File: src/rtl/mem_bus_arbiter_pkg.sv
// mem_arb_pkg: shared types for mem_bus_arbiter
//   owner_e    bus ownership register encoding (parks on OWN_CPU)
//   mem_req_t  one requester's request fields, same layout for CPU and DMA
package mem_arb_pkg;
    localparam int AW = 32;
    localparam int DW = 32;
    typedef enum logic {OWN_CPU, OWN_DMA} owner_e;
    typedef struct packed {
        logic          req;
        logic          we;
        logic [AW-1:0] addr;
        logic [DW-1:0] wdata;
    } mem_req_t;
endpackage

File: src/rtl/mem_bus_arbiter_if.sv
// mem_bus_arbiter_if: CPU port, DMA port and memory-map bus of the data-side arbiter
//   slave  modport: arbiter view (takes requests and bus_rd, drives acks, rdata, stall, bus strobes)
//   master modport: environment view (requesters plus memory map)
interface mem_bus_arbiter_if
    import mem_arb_pkg::*;
#(
    parameter int ADDR_WIDTH = AW,
    parameter int DATA_WIDTH = DW
);
    logic                  cpu_req, cpu_we, cpu_ack, cpu_stall;
    logic [ADDR_WIDTH-1:0] cpu_addr;
    logic [DATA_WIDTH-1:0] cpu_wdata, cpu_rdata;
    logic                  dma_req, dma_we, dma_lock, dma_ack;
    logic [ADDR_WIDTH-1:0] dma_addr;
    logic [DATA_WIDTH-1:0] dma_wdata, dma_rdata;
    logic                  bus_we, bus_re;
    logic [ADDR_WIDTH-1:0] bus_addr;
    logic [DATA_WIDTH-1:0] bus_wd, bus_rd;
    modport slave (
        input  cpu_req, cpu_we, cpu_addr, cpu_wdata,
        input  dma_req, dma_we, dma_addr, dma_wdata, dma_lock, bus_rd,
        output cpu_ack, cpu_rdata, cpu_stall, dma_ack, dma_rdata,
        output bus_we, bus_re, bus_addr, bus_wd
    );
    modport master (
        output cpu_req, cpu_we, cpu_addr, cpu_wdata,
        output dma_req, dma_we, dma_addr, dma_wdata, dma_lock, bus_rd,
        input  cpu_ack, cpu_rdata, cpu_stall, dma_ack, dma_rdata,
        input  bus_we, bus_re, bus_addr, bus_wd
    );
endinterface

File: src/rtl/mem_bus_arbiter_cnt.sv
// arb_sat_counter: saturating up-counter with synchronous clear
//   clk, rst_n  clock, asynchronous active-low reset
//   i_clr       clear to 0 (wins over i_inc)
//   i_inc       increment unless already at MAX
//   o_cnt       count value
//   o_sat       count has reached MAX
module arb_sat_counter #(
    parameter int               WIDTH = 4,
    parameter logic [WIDTH-1:0] MAX   = '1
) (
    input  logic             clk,
    input  logic             rst_n,
    input  logic             i_clr,
    input  logic             i_inc,
    output logic [WIDTH-1:0] o_cnt,
    output logic             o_sat
);
    assign o_sat = o_cnt == MAX;
    always_ff @(posedge clk or negedge rst_n) begin
        if (!rst_n)
            o_cnt <= '0;
        else if (i_clr)
            o_cnt <= '0;
        else if (i_inc && !o_sat)
            o_cnt <= o_cnt + 1'b1;
    end
endmodule

File: src/rtl/mem_bus_arbiter.sv
// mem_bus_arbiter: shares the data-side memory bus between the CPU MEM stage and a debug/loader DMA
//   clk, rst_n    clock, asynchronous active-low reset
//   bif           mem_bus_arbiter_if.slave: CPU/DMA request ports, acks, rdata, cpu_stall, memory-map bus
//   perf_*        cpu grant / dma grant / cpu stall cycle counters
// Optional feature macro MEM_ARB_PERF_EN builds the saturating perf counters; without it perf_* read 0.
module mem_bus_arbiter
    import mem_arb_pkg::*;
#(
    parameter int ADDR_WIDTH   = AW,
    parameter int DATA_WIDTH   = DW,
    parameter int STARVE_LIMIT = 4,
    parameter int MAX_LOCK     = 8,
    parameter int CNT_WIDTH    = 16
) (
    input  logic                 clk,
    input  logic                 rst_n,
    mem_bus_arbiter_if.slave     bif,
    output logic [CNT_WIDTH-1:0] perf_cpu_gnt,
    output logic [CNT_WIDTH-1:0] perf_dma_gnt,
    output logic [CNT_WIDTH-1:0] perf_stall
);
    localparam int SW = $clog2(STARVE_LIMIT + 1);
    // lock counter only needs to tell "fewer than MAX_LOCK-1 locked accesses", so it saturates there
    localparam int LW = $clog2(MAX_LOCK) + 1;

    owner_e        owner, owner_nxt;
    mem_req_t      cpu, dma, sel;
    logic          go, starve_sat, lock_sat, unused_ok;
    logic [SW-1:0] starve_cnt;
    logic [LW-1:0] lock_cnt;
    logic [2:0]    perf_sat;

    assign cpu = '{req: bif.cpu_req, we: bif.cpu_we, addr: AW'(bif.cpu_addr), wdata: DW'(bif.cpu_wdata)};
    assign dma = '{req: bif.dma_req, we: bif.dma_we, addr: AW'(bif.dma_addr), wdata: DW'(bif.dma_wdata)};

    always_ff @(posedge clk or negedge rst_n) begin
        if (!rst_n)
            owner <= OWN_CPU;
        else
            owner <= owner_nxt;
    end

    // rst_n gates every ack so a reset mid-access kills the bus strobes immediately
    always_comb begin
        owner_nxt     = owner;
        sel           = (owner == OWN_CPU) ? cpu : dma;
        go            = rst_n & sel.req;
        owner_nxt     = (owner == OWN_CPU)
                      ? ((bif.dma_req && (!bif.cpu_req || starve_sat)) ? OWN_DMA : OWN_CPU)
                      : ((!bif.dma_req || (bif.cpu_req && !(bif.dma_lock && !lock_sat))) ? OWN_CPU : OWN_DMA);
        bif.cpu_ack   = go && owner == OWN_CPU;
        bif.dma_ack   = go && owner == OWN_DMA;
        bif.cpu_stall = bif.cpu_req & ~bif.cpu_ack;
        bif.bus_we    = go & sel.we;
        bif.bus_re    = go & ~sel.we;
        bif.bus_addr  = go ? ADDR_WIDTH'(sel.addr) : '0;
        bif.bus_wd    = go ? DATA_WIDTH'(sel.wdata) : '0;
        bif.cpu_rdata = bif.cpu_ack ? bif.bus_rd : '0;
        bif.dma_rdata = bif.dma_ack ? bif.bus_rd : '0;
    end

    arb_sat_counter #(.WIDTH(SW), .MAX(SW'(STARVE_LIMIT))) u_starve (
        .clk(clk), .rst_n(rst_n),
        .i_clr(owner == OWN_CPU && owner_nxt == OWN_DMA),
        .i_inc(bif.cpu_ack & bif.dma_req),
        .o_cnt(starve_cnt), .o_sat(starve_sat)
    );

    arb_sat_counter #(.WIDTH(LW), .MAX(LW'(MAX_LOCK - 1))) u_lock (
        .clk(clk), .rst_n(rst_n),
        .i_clr(owner == OWN_DMA && owner_nxt == OWN_CPU),
        .i_inc(bif.dma_ack & bif.dma_lock & bif.cpu_req),
        .o_cnt(lock_cnt), .o_sat(lock_sat)
    );

`ifdef MEM_ARB_PERF_EN
    arb_sat_counter #(.WIDTH(CNT_WIDTH)) u_perf_cpu (
        .clk(clk), .rst_n(rst_n), .i_clr(1'b0), .i_inc(bif.cpu_ack),
        .o_cnt(perf_cpu_gnt), .o_sat(perf_sat[0])
    );
    arb_sat_counter #(.WIDTH(CNT_WIDTH)) u_perf_dma (
        .clk(clk), .rst_n(rst_n), .i_clr(1'b0), .i_inc(bif.dma_ack),
        .o_cnt(perf_dma_gnt), .o_sat(perf_sat[1])
    );
    arb_sat_counter #(.WIDTH(CNT_WIDTH)) u_perf_stall (
        .clk(clk), .rst_n(rst_n), .i_clr(1'b0), .i_inc(bif.cpu_stall),
        .o_cnt(perf_stall), .o_sat(perf_sat[2])
    );
`else
    assign perf_cpu_gnt = '0;
    assign perf_dma_gnt = '0;
    assign perf_stall   = '0;
    assign perf_sat     = '0;
`endif

    assign unused_ok = ^{starve_cnt, lock_cnt, perf_sat};
endmodule

File: src/flat_wrapper.sv
// flat-port wrapper written by rule: the top's interface ports become plain ports
module mem_bus_arbiter_flat import mem_arb_pkg::*;
#(
    parameter int ADDR_WIDTH   = AW,
    parameter int DATA_WIDTH   = DW,
    parameter int STARVE_LIMIT = 4,
    parameter int MAX_LOCK     = 8,
    parameter int CNT_WIDTH    = 16
)
  (clk, rst_n, perf_cpu_gnt, perf_dma_gnt, perf_stall, bif_cpu_req, bif_cpu_we, bif_cpu_addr, bif_cpu_wdata, bif_dma_req, bif_dma_we, bif_dma_addr, bif_dma_wdata, bif_dma_lock, bif_bus_rd, bif_cpu_ack, bif_cpu_rdata, bif_cpu_stall, bif_dma_ack, bif_dma_rdata, bif_bus_we, bif_bus_re, bif_bus_addr, bif_bus_wd);
  mem_bus_arbiter_if #(.ADDR_WIDTH(ADDR_WIDTH), .DATA_WIDTH(DATA_WIDTH)) bif_i ();
  input  logic clk;
  input  logic rst_n;
  output logic [CNT_WIDTH-1:0] perf_cpu_gnt;
  output logic [CNT_WIDTH-1:0] perf_dma_gnt;
  output logic [CNT_WIDTH-1:0] perf_stall;
  input wire logic [$bits(bif_i.cpu_req)-1:0] bif_cpu_req;
  input wire logic [$bits(bif_i.cpu_we)-1:0] bif_cpu_we;
  input wire logic [$bits(bif_i.cpu_addr)-1:0] bif_cpu_addr;
  input wire logic [$bits(bif_i.cpu_wdata)-1:0] bif_cpu_wdata;
  input wire logic [$bits(bif_i.dma_req)-1:0] bif_dma_req;
  input wire logic [$bits(bif_i.dma_we)-1:0] bif_dma_we;
  input wire logic [$bits(bif_i.dma_addr)-1:0] bif_dma_addr;
  input wire logic [$bits(bif_i.dma_wdata)-1:0] bif_dma_wdata;
  input wire logic [$bits(bif_i.dma_lock)-1:0] bif_dma_lock;
  input wire logic [$bits(bif_i.bus_rd)-1:0] bif_bus_rd;
  output wire logic [$bits(bif_i.cpu_ack)-1:0] bif_cpu_ack;
  output wire logic [$bits(bif_i.cpu_rdata)-1:0] bif_cpu_rdata;
  output wire logic [$bits(bif_i.cpu_stall)-1:0] bif_cpu_stall;
  output wire logic [$bits(bif_i.dma_ack)-1:0] bif_dma_ack;
  output wire logic [$bits(bif_i.dma_rdata)-1:0] bif_dma_rdata;
  output wire logic [$bits(bif_i.bus_we)-1:0] bif_bus_we;
  output wire logic [$bits(bif_i.bus_re)-1:0] bif_bus_re;
  output wire logic [$bits(bif_i.bus_addr)-1:0] bif_bus_addr;
  output wire logic [$bits(bif_i.bus_wd)-1:0] bif_bus_wd;
  assign bif_i.cpu_req = bif_cpu_req;
  assign bif_i.cpu_we = bif_cpu_we;
  assign bif_i.cpu_addr = bif_cpu_addr;
  assign bif_i.cpu_wdata = bif_cpu_wdata;
  assign bif_i.dma_req = bif_dma_req;
  assign bif_i.dma_we = bif_dma_we;
  assign bif_i.dma_addr = bif_dma_addr;
  assign bif_i.dma_wdata = bif_dma_wdata;
  assign bif_i.dma_lock = bif_dma_lock;
  assign bif_i.bus_rd = bif_bus_rd;
  assign bif_cpu_ack = bif_i.cpu_ack;
  assign bif_cpu_rdata = bif_i.cpu_rdata;
  assign bif_cpu_stall = bif_i.cpu_stall;
  assign bif_dma_ack = bif_i.dma_ack;
  assign bif_dma_rdata = bif_i.dma_rdata;
  assign bif_bus_we = bif_i.bus_we;
  assign bif_bus_re = bif_i.bus_re;
  assign bif_bus_addr = bif_i.bus_addr;
  assign bif_bus_wd = bif_i.bus_wd;
  mem_bus_arbiter #(.ADDR_WIDTH(ADDR_WIDTH), .DATA_WIDTH(DATA_WIDTH), .STARVE_LIMIT(STARVE_LIMIT), .MAX_LOCK(MAX_LOCK), .CNT_WIDTH(CNT_WIDTH)) u_core (.clk(clk), .rst_n(rst_n), .bif(bif_i), .perf_cpu_gnt(perf_cpu_gnt), .perf_dma_gnt(perf_dma_gnt), .perf_stall(perf_stall));
endmodule
File: config.mk
export PLATFORM = sky130hd
export DESIGN_NAME = mem_bus_arbiter_flat
export DESIGN_NICKNAME = d
export VERILOG_FILES = /design/src/rtl/mem_bus_arbiter_pkg.sv /design/src/rtl/mem_bus_arbiter_if.sv /design/src/rtl/mem_bus_arbiter_cnt.sv /design/src/rtl/mem_bus_arbiter.sv /design/src/flat_wrapper.sv
export SDC_FILE = /design/constraint.sdc
export NUM_CORES = 1
export LEC_CHECK = 0
export CAP_MARGIN = 25
export CORE_AREA = 2 2 135 137
export CTS_CLUSTER_SIZE = 40
export DETAILED_ROUTE_END_ITERATION = 8
export DIE_AREA = 0 0 137 139
export SYNTH_ARGS = -nofsm -noshare
export SYNTH_HDL_FRONTEND = slang
export SYNTH_SLANG_ARGS = --single-unit
File: constraint.sdc
create_clock -name clk -period 3.4 [get_ports clk]
set_input_delay 1.02 -clock clk [delete_from_list [all_inputs] [get_ports clk]]
set_output_delay 1.02 -clock clk [all_outputs]
set_load 0.02 [all_outputs]
==> results of run 1 <==
-- routing by layer --
layer  track usage  share of wire
met1         0.134           0.39
met2         0.204           0.50
met3        0.0256           0.11
met4        0.0103         0.0036
met5             0              0
-- repair_timing --
item | CTS | global route
gates cloned | 9 | 0
gates resized for setup | 283 | 6
pin swaps | 4 | 0
buffers inserted | 8 | 0
endpoints found under the setup margin | 133 | 6
hold buffers | 0 | 0
-- stage by stage --
step                setup TNS (ns)  hold slack (ns)
global placement            -65.57            0.541
detailed placement          -66.41            0.537
floorplan                        0            0.514
global route                     0            0.588
CTS                              0            0.555
finish                           0            0.549
-- final timing paths --
kind / endpoint / slack, ns / depth (start not counted)
setup / recovery: bif_bus_wd[4] / 0.04 / 5
hold reg to reg: u_core.u_starve.o_cnt[1]$_DFFE_PN0P_ / 0.55 / 2
setup reg to reg: u_core.u_starve.o_cnt[1]$_DFFE_PN0P_ / 1.70 / 6
max in group asynchronous: u_core.u_lock.o_cnt[1]$_DFFE_PN0P_ / 2.44 / 2
min in group asynchronous: u_core.u_starve.o_cnt[2]$_DFFE_PN0P_ / 0.84 / 2
hold / removal: u_core.u_starve.o_cnt[1]$_DFFE_PN0P_ / 0.55 / 2
-- flip-flops by register name, indices dropped and copies added, names as in the netlist --
signal and cells:
u_core.u_starve.o_cnt 3, u_core.u_lock.o_cnt 4, u_core.owner 1
-- critical path: cells and delay by family --
kind            cells  cell delay (ns)
buf+inv             3             0.87
compound gates      1             0.23
simple gates        1             0.22
-- cells by family after synthesis --
logic type	after synthesis	share of synthesized area
and+or+nand+nor	89	0.284
xor gates and xnor gates	3	0.0134
buffers and inverters	76	0.256
AOI/OAI and AO/OA	73	0.314
DFF	8	0.102
adders and majority gates	3	0.0191
other	1	0.00191
muxes	2	0.0102
-- synth_stat cells (all sizes together) --
master / count / area share
a21boi: 1 / 0.0038
a21oi: 2 / 0.0051
a22o: 64 / 0.29
a31o: 1 / 0.0045
a31oi: 1 / 0.0032
and2: 66 / 0.21
and3: 1 / 0.0032
and3b: 2 / 0.0089
and4: 1 / 0.0057
buf: 65 / 0.23
clkbuf: 7 / 0.013
conb: 1 / 0.0019
dfrtp: 8 / 0.10
ha: 3 / 0.019
inv: 4 / 0.0076
mux2i: 2 / 0.010
nand2: 3 / 0.0057
nand3: 4 / 0.010
nand3b: 1 / 0.010
nand4b: 1 / 0.0045
nor2: 6 / 0.011
nor3: 1 / 0.0025
nor3b: 1 / 0.0038
o21ai: 3 / 0.0076
o32ai: 1 / 0.0045
or2b: 1 / 0.0038
or3: 1 / 0.0032
xnor2: 1 / 0.0045
xor2: 2 / 0.0089
-- power by group --
group	leakage [nW]	total (mW)	switching, mW	internal, mW
clock	0.0370	0.196	0.0445	0.151
sequential	0.109	0.111	0.00734	0.104
combinational	2.41	0.669	0.301	0.368
-- final cells by class --
class / instances / area share
Timing Repair Buffer: 326 / 0.627
Clock buffer: 3 / 0.0138
Sequential cell: 8 / 0.0369
Tap cell: 229 / 0.0528
Inverter: 4 / 0.00277
Multi-Input combinational cell: 218 / 0.266
==> results.toml, run 1 <==
[critical_path]
worst_path_largest_cell_delay_ns = 0.32
critical_path_class = "in -> out"
endpoint_kind = "primary output"
crit_top_cell = "dlygate4sd2_1"
reg2reg_from = "u_core.owner$_DFF_PN0_"
startpoint = "bif_cpu_req"
arrival_ns = 2.34
slowest_stage = "dlygate4sd2_1"
worstPathRequired_ns = 2.38
start_kind = "input port"
critPathMaxFanout = 24
path_cells = "dlygate4sd2_1 -> and3b_4 -> bufbuf_16 -> a22o_1 -> dlygate4sd2_1"

[clock_tree]
cts.path.max_buffers = 2
clk_latency_ns = 0.23
cts_max_level = 1
path_clk_slew_ns = 0.04
cts-root-buf = "clkbuf_16"
cts_made_buffers = 3
cts_tree = "yes"
cts_sinks = 8

[logic_synthesis]
syn_area_mm2 = 0.00196
ys_seq_area_frac = 0.102
yosys_warnings = 0
synth.distinct_cells = 31
ys_seq_elements = 8
avgSynthCellArea_um2 = 7.70
syn_inst = 255

[drt]
drt-wirelength-per-cell_um = 15.0
viasPerCell = 3.75
vias = 2952
route.detailed.drc = 0
first_iter_violations = 59
drt_pre_antenna_iters = 4
drtAntennaViolNets = 0
wl_mm = 11.8

[timing]
period_minus_slack_ns = 3.36
setup_ws_ns = 0.0355
slew_headroom = 0.658
rsz0062_at_grt = "no"
tightest_slew_ns = 0.508
finalMaxSlewViolations = 0
setup_viol = 0
clock.fmax_ghz = 0.297
clock_skew_ns = 0.00170
fin_crit_sh = 0.990
hold_viol = 0

[final_layout]
regArea_um2 = 200
n_fill_cell = 1899
final_common_cell = "clkdlybuf4s50_1"
antenna_cells = 0
final_area_mm2 = 0.00543
layout.cells.non_filler = 788
multiInputGateArea_mm2 = 0.00145
fin_util = 0.307
drive_gt1_frac = 0.157
nNetsFinal = 731
syn2layout_area_growth_pct = 176
mostFrequentLayoutCells = "clkdlybuf4s50_1 (163), and2_1 (66), dlygate4sd2_1 (65)"

[power_and_ir_drop]
ir_drop_mv = 0.397
power.total_mw = 0.976
powerDensity_mw_per_mm2 = 180
p_leak_nw = 2.56

[floorplanning]
die_area_mm2 = 0.0190
die-height_um = 139
io_pins = 348
coreArea_mm2 = 0.0177
rows = 49
initial_core_util = 0.111
die_width_um = 137

[placed_design]
dpl.cell_count = 768
placed_area_mm2 = 0.00506
place.gp.congestion = 0.701
post-place-ws_ns = -0.566
port-buffer-count = 299
post-dp-hpwl_mm = 8.30

[global_route]
grt_pass1_vias = 2900
grt_first_pass_wirelength_mm = 16.5
track_usage = 0.111
antenna_found_initial = 0
grt_start_max_net_pins = 30
globalRouteOverflowTotal = 0

[worst_hold_path]
hold_path.startpoint = "u_core.u_starve.o_cnt[1]$_DFFE_PN0P_"
hold_path_class = "reg -> reg"

[status]
status = "complete, no violations"

[job]
drv_cap = 0
(Power assumes the default switching activity.)
==> inputs of run 2 (changes only) <==
CORE_AREA = 2 2 137 139   (was 2 2 135 137)
DIE_AREA = 0 0 139 141   (was 0 0 137 139)
SYNTH_HIERARCHICAL = 1   (was unset)
==> results.toml, run 2 <==
[logic_synthesis]
avgSynthCellArea_um2 = 6.07
yosysMostFrequentCell = "and2_1"
yosys_warnings = 6
netlist_top_cells_count = "and2_1 (129), nand2_1 (64), o21ai_0 (63), nand3_1 (62), buf_4 (51)"
synth_edf_count = 0
ys_seq_elements = 8
yosys.area.top_type = "and2_1"
ys_seq_area_frac = 0.0701
synth.distinct_cells = 36
synth_flop_cell = "dfrtp_1"
syn_inst = 470
synthTopCellsByArea = "and2_1 (28%), buf_4 (13%), o21ai_0 (11%)"
syn_area_mm2 = 0.00286
netlist.area_leader.share = 0.283
async_reset_ff_frac = 1.00

[placed_design]
place.gp.congestion = 0.771
port-buffer-count = 299
post-dp-hpwl_mm = 11.0
post-place-ws_ns = -0.169
placed_area_mm2 = 0.00606

[timing]
setup_viol = 0
clock.fmax_ghz = 0.305
whs_ns = 0.549
finalMaxSlewViolations = 0
period_minus_slack_ns = 3.28
hold_viol = 0
tightest_slew_ns = 0.616
slew_headroom = 0.587
setup_ws_ns = 0.124
fin_crit_sh = 0.963
clock_skew_ns = 0.00470
rsz0062_at_grt = "no"

[critical_path]
start_kind = "input port"
worstPathRequired_ns = 2.38
critical_path_class = "in -> out"
startpoint = "bif_cpu_req"
reg2reg_from = "u_core/owner$_DFF_PN0_"
endpoint_kind = "primary output"
critPathMaxFanout = 34
arrival_ns = 2.26

[drt]
drt-wirelength-per-cell_um = 13.3
vias = 3960
drt_pre_antenna_iters = 4
wl_mm = 13.3
first_iter_violations = 99
route.detailed.drc = 0
viasPerCell = 3.97
drtAntennaViolNets = 0

[global_route]
track_usage = 0.125
antenna_found_initial = 0
grt_busiest_layer = "met2"
met3_usage = 0.0289
grt_start_max_net_pins = 46
globalRouteOverflowTotal = 0
grt_first_pass_wirelength_mm = 20.1
grt_pass1_vias = 3725
met2_usage = 0.227
gr-usage-met1 = 0.154

[power_and_ir_drop]
p_switching_mw = 0.371
power.total_mw = 0.968
ir_drop_mv = 0.127
power.internal_mw = 0.597
power.share.clock = 0.211
powerDensity_mw_per_mm2 = 160
p_sw_frac = 0.383
p_leak_nw = 3.15
combPwrFrac = 0.673
pwr-share-seq = 0.117

[final_layout]
fin_util = 0.330
final_area_mm2 = 0.00604
regMostFlops = "u_core/u_lock/o_cnt"
antenna_cells = 0
largest_registers = "u_core/u_lock/o_cnt x4, u_core/u_starve/o_cnt x3, u_core/owner x1"
largest_register_ffs = 4
final_common_cell = "clkdlybuf4s50_1"
drive_gt1_frac = 0.0655
syn2layout_area_growth_pct = 111
n_fill_cell = 2023
nNetsFinal = 934
mostFrequentLayoutCells = "clkdlybuf4s50_1 (165), and2_1 (129), dlygate4sd2_1 (114)"

[status]
status = "complete, no violations"

[clock_tree]
cts.path.max_buffers = 2
cts_hold_buffers = 0
cts_max_level = 1
cts_tree = "yes"
cts-root-buf = "clkbuf_16"
path_clk_slew_ns = 0.04
cts_sinks = 8
cts_made_buffers = 3
clk_latency_ns = 0.23
post_cts.repair.setup_buffers = 0

[floorplanning]
rows = 50
io_pins = 348
initial_core_util = 0.156
die-height_um = 141
die_width_um = 139
die_area_mm2 = 0.0196
coreArea_mm2 = 0.0183

[worst_hold_path]
hold_path.startpoint = "u_core/u_lock/o_cnt[3]$_DFFE_PN0P_"
hold_path_class = "reg -> reg"

[job]
drv_cap = 0
run 2: area by class of cell:
| class | count | area [um2] | share of cell area |
|---|---|---|---|
| timing repair buffer | 335 | 3250 | 0.539 |
| inverter | 6 | 22.5 | 0.00373 |
| clock buffer | 4 | 78.8 | 0.0131 |
| sequential | 8 | 204 | 0.0338 |
| multi-input combinational | 410 | 2190 | 0.362 |
| tap | 234 | 293 | 0.0485 |
run 2: final timing paths:
path | cells past startpoint | to | slack, ns
max | 4 | bif_cpu_ack | 0.12
min | 2 | u_core/u_lock/o_cnt[3]$_DFFE_PN0P_ | 0.55
max reg2reg | 5 | u_core/u_lock/o_cnt[0]$_DFFE_PN0P_ | 1.38
min reg2reg | 2 | u_core/u_lock/o_cnt[3]$_DFFE_PN0P_ | 0.55
max in group asynchronous | 2 | u_core/u_starve/o_cnt[1]$_DFFE_PN0P_ | 2.29
min in group asynchronous | 1 | u_core/u_starve/o_cnt[0]$_DFFE_PN0P_ | 0.61
run 2: cells by family (layout without fill, tap and decap cells):
kind of cell	after synthesis	after routing	share of synthesized area
AO/OA/AOI/OAI	75	75	0.141
adder cells (fa/ha/maj)	3	3	0.0131
buffers and inverters	99	345	0.226
flip-flops	8	8	0.0701
multiplexers	4	4	0.0162
other	1	48	0.00131
AND/OR/NAND/NOR	280	280	0.532
run 2: stage by stage:
step	TNS [ns]	instances
finish	0	997
global route	0	997
CTS	0	997
detailed placement	-8.74	993
global placement	-7.94	993
floorplan	0	517
run 2: timing repair:
action	in CTS	in global routing
cloned	0	0
pin swaps	0	0
hold endpoints to repair	0	0
endpoints found under the setup margin	127	15
gates resized for setup	118	15
run 2: per-layer routing:
layer	vias up	routed length [um]
li1	2023	-
met1	1721	5480
met2	210	6600
met3	6	1140
met4	0	91
met5	-	0
run 2: critical path, cell delays in order:
cell             delay (ns)
buf_2                  0.20
and3_1                 0.23
buf_12                 0.18
clkdlybuf4s50_1        0.61
run 2: power by group through the flow:
| stage | clock network [mW] | registers, mW | logic, mW |
|---|---|---|---|
| after global placement | 0 | 0.114 | 0.694 |
| after global routing | 0.214 | 0.115 | 0.706 |
| after CTS | 0.210 | 0.113 | 0.659 |
| final | 0.204 | 0.113 | 0.651 |
| after floorplan | 0 | 0.108 | 0.354 |
| after detailed placement | 0 | 0.115 | 0.697 |
